--- config.mk ---
export PLATFORM = sky130hd
export DESIGN_NAME = upsample_window
export DESIGN_NICKNAME = d
export VERILOG_FILES = /design/src/rtl/upsample_window.sv
export SDC_FILE = /design/constraint.sdc
export NUM_CORES = 1
export LEC_CHECK = 0
export ABC_CLOCK_PERIOD_IN_PS = 1400
export CAP_MARGIN = 10
export CORE_UTILIZATION = 40
export CTS_BUF_LIST = sky130_fd_sc_hd__clkbuf_16
export CTS_CLUSTER_DIAMETER = 120
export DETAILED_ROUTE_END_ITERATION = 10
export PLACE_DENSITY = 0.75
export SYNTH_ARGS = -nofsm -noshare
export SYNTH_HDL_FRONTEND = slang
export SYNTH_SLANG_ARGS = --single-unit
export TNS_END_PERCENT = 1
--- constraint.sdc ---
create_clock -name clk -period 1.4 [get_ports clk]
set_input_delay 0.14 -clock clk [delete_from_list [all_inputs] [get_ports clk]]
set_output_delay 0.14 -clock clk [all_outputs]
set_load 0.005 [all_outputs]
--- src/rtl/upsample_window.sv ---
// Zero-stuffing upsampler feeding a 7-tap delay line; each shift position is offered once
// over a taps_valid/out_ready handshake.
module upsample_window #(
  parameter int unsigned DATA_WIDTH = 8,
  parameter int unsigned L          = 2
) (
  input  logic                  clk,
  input  logic                  rst_n,
  input  logic                  flush,
  input  logic [DATA_WIDTH-1:0] in_data,
  input  logic                  in_valid,
  output logic                  in_ready,
  input  logic                  out_ready,
  output logic                  taps_valid,
  output logic [DATA_WIDTH+1:0] tap0,
  output logic [DATA_WIDTH+1:0] tap1,
  output logic [DATA_WIDTH+1:0] tap2,
  output logic [DATA_WIDTH+1:0] tap3,
  output logic [DATA_WIDTH+1:0] tap4,
  output logic [DATA_WIDTH+1:0] tap5,
  output logic [DATA_WIDTH+1:0] tap6,
  output logic [2:0]            phase
);

  localparam int unsigned TW      = DATA_WIDTH + 2;
  localparam logic [3:0]  LFact   = 4'(L);
  localparam logic [2:0]  CntInit = 3'(L - 1);

  typedef enum logic [0:0] {StSample, StStuff} state_e;

  state_e          state_q, state_d;
  logic [2:0]      cnt_q, cnt_d;
  logic [2:0]      phase_q, phase_d;
  logic            taps_valid_q, taps_valid_d;
  logic [TW-1:0]   line_q [7];
  logic [TW-1:0]   line_d [7];
  logic            can_push;
  logic            push;
  logic [TW-1:0]   push_val;

  always_ff @(posedge clk or negedge rst_n) begin
    if (!rst_n) begin
      state_q      <= StSample;
      cnt_q        <= '0;
      phase_q      <= '0;
      taps_valid_q <= 1'b0;
      for (int k = 0; k < 7; k++) line_q[k] <= '0;
    end else begin
      state_q      <= state_d;
      cnt_q        <= cnt_d;
      phase_q      <= phase_d;
      taps_valid_q <= taps_valid_d;
      for (int k = 0; k < 7; k++) line_q[k] <= line_d[k];
    end
  end

  always_comb begin
    state_d      = state_q;
    cnt_d        = cnt_q;
    phase_d      = phase_q;
    taps_valid_d = taps_valid_q;
    line_d       = line_q;
    if (flush) begin
      state_d      = StSample;
      cnt_d        = '0;
      phase_d      = '0;
      taps_valid_d = 1'b0;
      for (int k = 0; k < 7; k++) line_d[k] = '0;
    end else if (push) begin
      line_d[0] = push_val;
      for (int k = 1; k < 7; k++) line_d[k] = line_q[k-1];
      taps_valid_d = 1'b1;
      if (state_q == StSample) begin
        phase_d = '0;
        if (L > 1) begin
          state_d = StStuff;
          cnt_d   = CntInit;
        end
      end else begin
        phase_d = 3'(LFact - {1'b0, cnt_q});
        cnt_d   = cnt_q - 3'd1;
        if (cnt_q == 3'd1) state_d = StSample;
      end
    end else if (out_ready) begin
      // Window consumed with nothing new behind it.
      taps_valid_d = 1'b0;
    end
  end

  always_comb begin
    can_push = !taps_valid_q || out_ready;
    in_ready = 1'b0;
    push     = 1'b0;
    push_val = '0;
    if (!flush) begin
      unique case (state_q)
        StSample: begin
          in_ready = can_push;
          push     = in_valid && can_push;
          push_val = {{2{in_data[DATA_WIDTH-1]}}, in_data};
        end
        StStuff: push = can_push;
        default: ;
      endcase
    end
  end

  assign taps_valid = taps_valid_q;
  assign phase      = phase_q;
  assign tap0       = line_q[0];
  assign tap1       = line_q[1];
  assign tap2       = line_q[2];
  assign tap3       = line_q[3];
  assign tap4       = line_q[4];
  assign tap5       = line_q[5];
  assign tap6       = line_q[6];

endmodule

### After elaboration in Yosys (flattened, before gate mapping)

Cells that the tools add are included.

| storage, ports and cells | value |
|---|---|
| register bits after elaboration | 78 |
| input bits | 13 |
| logic and storage cells | 40 |

| cells by class | value |
|---|---|
| add/sub/neg operators | 2 |
| eq/ne operators | 1 |
| multiplexer cells | 20 |
| bitwise operators | 1 |
| reductions and logical operators | 5 |

Operator list:

| operator | number |
|---|---|
| $mux W70 | 2 |
| $mux W3 | 6 |
| $mux W1 | 10 |
| $mux W10 | 1 |
| $eq A3 B1 Y1 const B | 1 |
| $reduce_bool A3 Y1 | 1 |
| $sub A2 B3 Y3 const A | 1 |
| $sub A3 B1 Y3 const B | 1 |
| $pmux W1 S2 | 1 |
| $reduce_bool A2 Y1 | 1 |
| $logic_and A1 B1 Y1 | 1 |
| $logic_not A1 Y1 | 1 |
| $logic_or A1 B1 Y1 | 1 |
| $not A1 Y1 | 1 |

### Logic depth before layout (Yosys ltp)

| depth | value |
|---|---|
| depth in word-level cells | 7 |
| depth in mapped cells | 6 |

### Worst setup path after synthesis

Ideal clock, no wire load.

| timing | value |
|---|---|
| path type | register to register |
| start | register taps_valid_q (netlist: taps_valid) |
| end | register phase_q[0] (netlist: phase[0]) |
| setup time | 0.121 ns |
| arrival time | 1.276 ns |
| slack | 0.003 ns |
| stages on the path, launching flop included | 7 |
| path buffers | 3 |
| clock period less this slack | 1.397 ns |
| cells stage by stage | dfrtp_1 > nor2b_1 > buf_6 > o21ba_1 > buf_6 > buf_6 > a22o_1 |

| on the way | value |
|---|---|
| cells in the longest elaborated chain, start to end | 6 |

Ends and longest elaborated chain:

| element | line | source |
|---|---|---|
| start: declaration | 34 | `logic taps_valid_q, taps_valid_d;` |
| start signal: assignment | 52 | `taps_valid_q <= taps_valid_d;` |
| $logic_not A1 Y1 (*) | 91 | `can_push = !taps_valid_q \|\| out_ready;` |
| $logic_or A1 B1 Y1 (*) | 91 |  |
| $logic_and A1 B1 Y1 | 99 | `push = in_valid && can_push;` |
| $pmux W1 S2 (*) | 96 | `unique case (state_q)` |
| $mux W1 (*) | 95 | `if (!flush) begin` |
| $reduce_bool A2 Y1 (no line) (*) | - |  |
| end signal: assignment | 51 | `phase_q <= phase_d;` |
| end: declaration | 33 | `logic [2:0] phase_q, phase_d;` |

Mark *: on every way between the ends. The rest lies on a longest branch, timed or not.
A chain may end at the register's enable or synchronous reset.

### Final worst setup path

| timing | value |
|---|---|
| start | register line_q (netlist bit tap2[0]) |
| end | output port tap2[0] |

RTL lines:

| element | line | source |
|---|---|---|
| start: declaration | 35 | `logic [TW-1:0] line_q [7];` |
| end: declaration | 17 | `output logic [DATA_WIDTH+1:0] tap2,` |

No word-level cell between the ends.

==> results.env <==
DP_CELLS=322
AREA.GROWTH.SYNTH_TO_FINAL_PCT=53.1
PWR-SHARE-CLK_PCT=50.1
PATH_CLK_SLEW_NS=0.05
SYNTH.CELL_AREA_SQ_MM=0.00253
SYNTH_TOP_CELLS_BY_AREA='sky130_fd_sc_hd__dfrtp_1 62%, sky130_fd_sc_hd__a22o_1 21%, sky130_fd_sc_hd__buf_4 4.5%'
TIMING.MAX_SLEW.REL_SLACK_PCT=79.1
PLACEMENTROWS=28
CTS_MAX_LEVEL=3
WORST_PATH_ARRIVAL_TIME_NS=1.24
SYN_AREA_PER_CELL_SQ_UM=14.4
CP.REQUIRED_NS=1.26
GRT_OVERFLOW_TOTAL=0
PLACEMENT.IO_BUFFERS=87
ANTENNA_DIODE_COUNT=0
REG2REG_SETUP_SLACK_NS=0.04
DESIGN_POWER_TOTAL_uW=4880
CORE_AREA_SQ_MM=0.00599
SETUP-VIOLATIONS-FINAL=0
LARGEST_NET_DEGREE_AT_THE_START_OF_GLOBAL_ROUTING=53
SWITCHING_SHARE_PCT=21.1
NNETSFINAL=281
FINAL.PERIOD_UTILIZATION_PCT=98.4
LEAKAGE_uW=0.00218
CELL_WITH_THE_BIGGEST_INDIVIDUAL_DELAY_ON_THE_CRITICAL_PATH='sky130_fd_sc_hd__clkdlybuf4s50_1'
CRITPATHBUFINV=1
CLK_PATH_BUF_DEPTH=2
SWITCHING_POWER_uW=1030
HOLDCRITPATHCLASS='in -> async'
POSTPLACECELLAREA_SQ_MM=0.00340
FINALHOLDVIOLATIONS=0
DRC=0
SYNTH_ASYNC_SR_FLOP_SHARE_PCT=100
SYNTH_CELLS=176
WORST_SETUP_PATH_CATEGORY='reg -> out'
LAYOUT.FILLER_CELLS=450
SYN-NUM-NETS=192
CRITPATHLAUNCHTYPE='register'
POSTROUTEANTENNANETS=0
VIASPERCELL=5.18
WIRELENGTH_UM=5700
FINAL_DESIGN_AREA_NO_FILL_SQ_MM=0.00387
FLOORPLAN.INITIALDENSITY_PCT=42.2
FINAL.MIN_CLOCK_PERIOD_NS=1.38
SKEW_NS=0.00424
POWER.SHARE.COMBINATIONAL_PCT=10.3
GP_ROUTABILITY_CONGESTION=0.736
LAYOUT.CELLS.NON_FILLER=344
CRITPATHCAPTURETYPE='primary output'
CTS_TREE='yes'
CELL_INTERNAL_POWER_uW=3840
POST_SYNTH_NUM_CELL_TYPES=21
GRT_UTIL_ALL_LAYERS_PCT=18.0
POSTSYNTHREGISTERBITS=63
CTS_MADE_BUFFERS=9
INITIALDRTVIOLATIONCOUNT=103
SYNTHTOPCELLSBYCOUNT='63 x sky130_fd_sc_hd__dfrtp_1, 61 x sky130_fd_sc_hd__a22o_1, 15 x sky130_fd_sc_hd__buf_4, 8 x sky130_fd_sc_hd__buf_6, 7 x sky130_fd_sc_hd__buf_2'
ANTENNA_VIOLATIONS_BEFORE_REPAIR=0
POWER_DENSITY_mW_PER_MM2=1260
CLKLATENCYLATEPIN_NS=0.32
GRT_FIRST_PASS_WIRELENGTH_UM=8650
DIE_W_UM=81.5
HPWL_UM=3580
BOUNDARYPINS=88
CAP_VIOL_MAX_COUNT=0
SYNTH-SEQ-AREA-SHARE_PCT=62.4
DRV_SLEW=0
CTS.SINKS=63
TIGHTEST_SLEW_NS=0.314
VIAS=1782
YS_WARN_COUNT=0
DETAIL_ROUTE.WL_PER_CELL_UM=16.6
DR.PASS1.ITERS=4
DIE_HEIGHT_UM=81.5
FMAXACHIEVABLE_GHz=0.726
POST-ROUTE-UTIL_PCT=64.6
DIE-AREA_SQ_MM=0.00664
SYNTH_LARGEST_TYPE_AREA_FRACTION_PCT=62.4
SYNTH_EDF_COUNT=0
OUTCOME='finished clean'
FINAL_LAYOUT_SIZE_SUFFIX_GT1_SHARE_PCT=15.2
SYNTH-MAIN-FF-CELL='sky130_fd_sc_hd__dfrtp_1'
CRIT_FANOUT=3
CRITICAL_PATH.TOP_DELAY_FAMILY='buffers and inverters'
SYNTH_LARGEST_AREA_CELL='sky130_fd_sc_hd__dfrtp_1'
CRITICAL_PATH.CELL_CHAIN='clkdlybuf4s50_1'
MAX_IR_DROP_VDD_mV=0.865
POST-SYNTH-TOP-COUNT-CELL='sky130_fd_sc_hd__dfrtp_1'
SEQ_POWER_SHARE_PCT=39.6
CP_MAX_STAGE_DELAY_NS=0.53
GRT_PASS1_VIAS=1616
CLOCK-ROOT-BUFFER='sky130_fd_sc_hd__clkbuf_16'
## routing by layer
metal,part of all wire [%],GRT usage (%)
met1,47,24.8
met5,0,0
met2,45,25.1
met3,5.9,5.22
met4,1.7,10.2
## cell type report
type / instances / area, sq um / area share, %
Sequential cell: 63 / 1580 / 40.8
Timing Repair Buffer: 108 / 1130 / 29.3
Clock buffer: 9 / 225 / 5.82
Inverter: 3 / 11.3 / 0.291
Clock inverter: 6 / 101 / 2.62
Multi-Input combinational cell: 80 / 724 / 18.7
Tap cell: 75 / 93.8 / 2.43
## power groups by stage
stage | logic, uW | clock network, uW | registers, uW
after global placement | 448 | 0 | 1960
after detailed placement | 461 | 0 | 1960
after CTS | 464 | 2480 | 1930
after global routing | 547 | 2560 | 1940
after floorplan | 249 | 0 | 1940
final | 502 | 2440 | 1930
## flip-flops by register name, summed over array words and instances (netlist names)
signal	count
tap6	8
tap5	8
tap1	8
tap0	8
cnt_q	2
state_q	1
phase	3
taps_valid	1
tap2	8
tap4	8
tap3	8
## final timing paths
| path | from | endpoint | cells after the start |
|---|---|---|---|
| worst max-delay path | tap2[0] | tap2[0] | 1 |
| worst min-delay path | rst_n | tap4[0] | 2 |
| worst max register to register | state_q | tap2[0] | 6 |
| worst min register to register | tap6[5] | tap6[5] | 1 |
| max in group asynchronous | rst_n | tap0[0] | 3 |
| min in group clk | in_data[3] | tap0[3] | 2 |
## cells in the final DEF (no fill, tap or decap)
cell type / instances
sky130_fd_sc_hd__dfrtp_1: 62
sky130_fd_sc_hd__a22o_1: 61
sky130_fd_sc_hd__clkdlybuf4s50_1: 52
sky130_fd_sc_hd__dlymetal6s2s_1: 21
sky130_fd_sc_hd__dlygate4sd2_1: 12
sky130_fd_sc_hd__buf_4: 12
sky130_fd_sc_hd__clkbuf_16: 10
sky130_fd_sc_hd__inv_1: 4
sky130_fd_sc_hd__buf_6: 4
sky130_fd_sc_hd__ha_1: 3
sky130_fd_sc_hd__bufinv_16: 3
sky130_fd_sc_hd__buf_12: 3
sky130_fd_sc_hd__clkinv_1: 2
sky130_fd_sc_hd__nor2b_4: 1
sky130_fd_sc_hd__nor3_2: 1
sky130_fd_sc_hd__nor2_2: 1
sky130_fd_sc_hd__o21ba_2: 1
sky130_fd_sc_hd__nor3_4: 1
sky130_fd_sc_hd__nand2_1: 1
sky130_fd_sc_hd__nor4b_4: 1
sky130_fd_sc_hd__nor3b_2: 1
sky130_fd_sc_hd__nor2b_1: 1
sky130_fd_sc_hd__nand2b_1: 1
sky130_fd_sc_hd__nor4b_1: 1
sky130_fd_sc_hd__a221o_1: 1
sky130_fd_sc_hd__xor2_1: 1
sky130_fd_sc_hd__nor3_1: 1
sky130_fd_sc_hd__nor2_1: 1
sky130_fd_sc_hd__nand3b_1: 1
sky130_fd_sc_hd__dlygate4sd3_1: 1
sky130_fd_sc_hd__buf_2: 1
sky130_fd_sc_hd__clkdlybuf4s15_1: 1
sky130_fd_sc_hd__dfrtp_2: 1
## what timing repair did
action	4_1_cts	5_1_grt
setup endpoints to repair	21	74
cloned	0	1
pin swaps	1	1
buffers inserted	0	5
hold buffers	1	0
gates resized for setup	17	27
endpoints found under the hold margin	11	0
## stage by stage
stage,TNS [ns],hold WS [ns],setup slack [ns]
2_1_floorplan,0,-0.156,0.00319
3_3_place_gp,-5.18,0.0390,-0.0994
3_5_place_dp,-7.20,0.0427,-0.142
4_1_cts,-0.0205,0.241,-0.0205
5_1_grt,-0.0118,0.262,-0.00438
6_report,0,0.243,0.0223
## logic make-up (layout without fill, tap and decap cells)
family | Yosys count | in the layout | synth area share (%)
DFF | 63 | 63 | 62.4
xor gates and xnor gates | 1 | 1 | 0.347
adders and majority gates | 3 | 3 | 1.49
buffers and inverters | 33 | 126 | 9.86
and+or+nand+nor | 13 | 13 | 3.96
AOI/OAI and AO/OA | 63 | 63 | 21.9
Note: power is estimated with default switching activity, not from simulation.
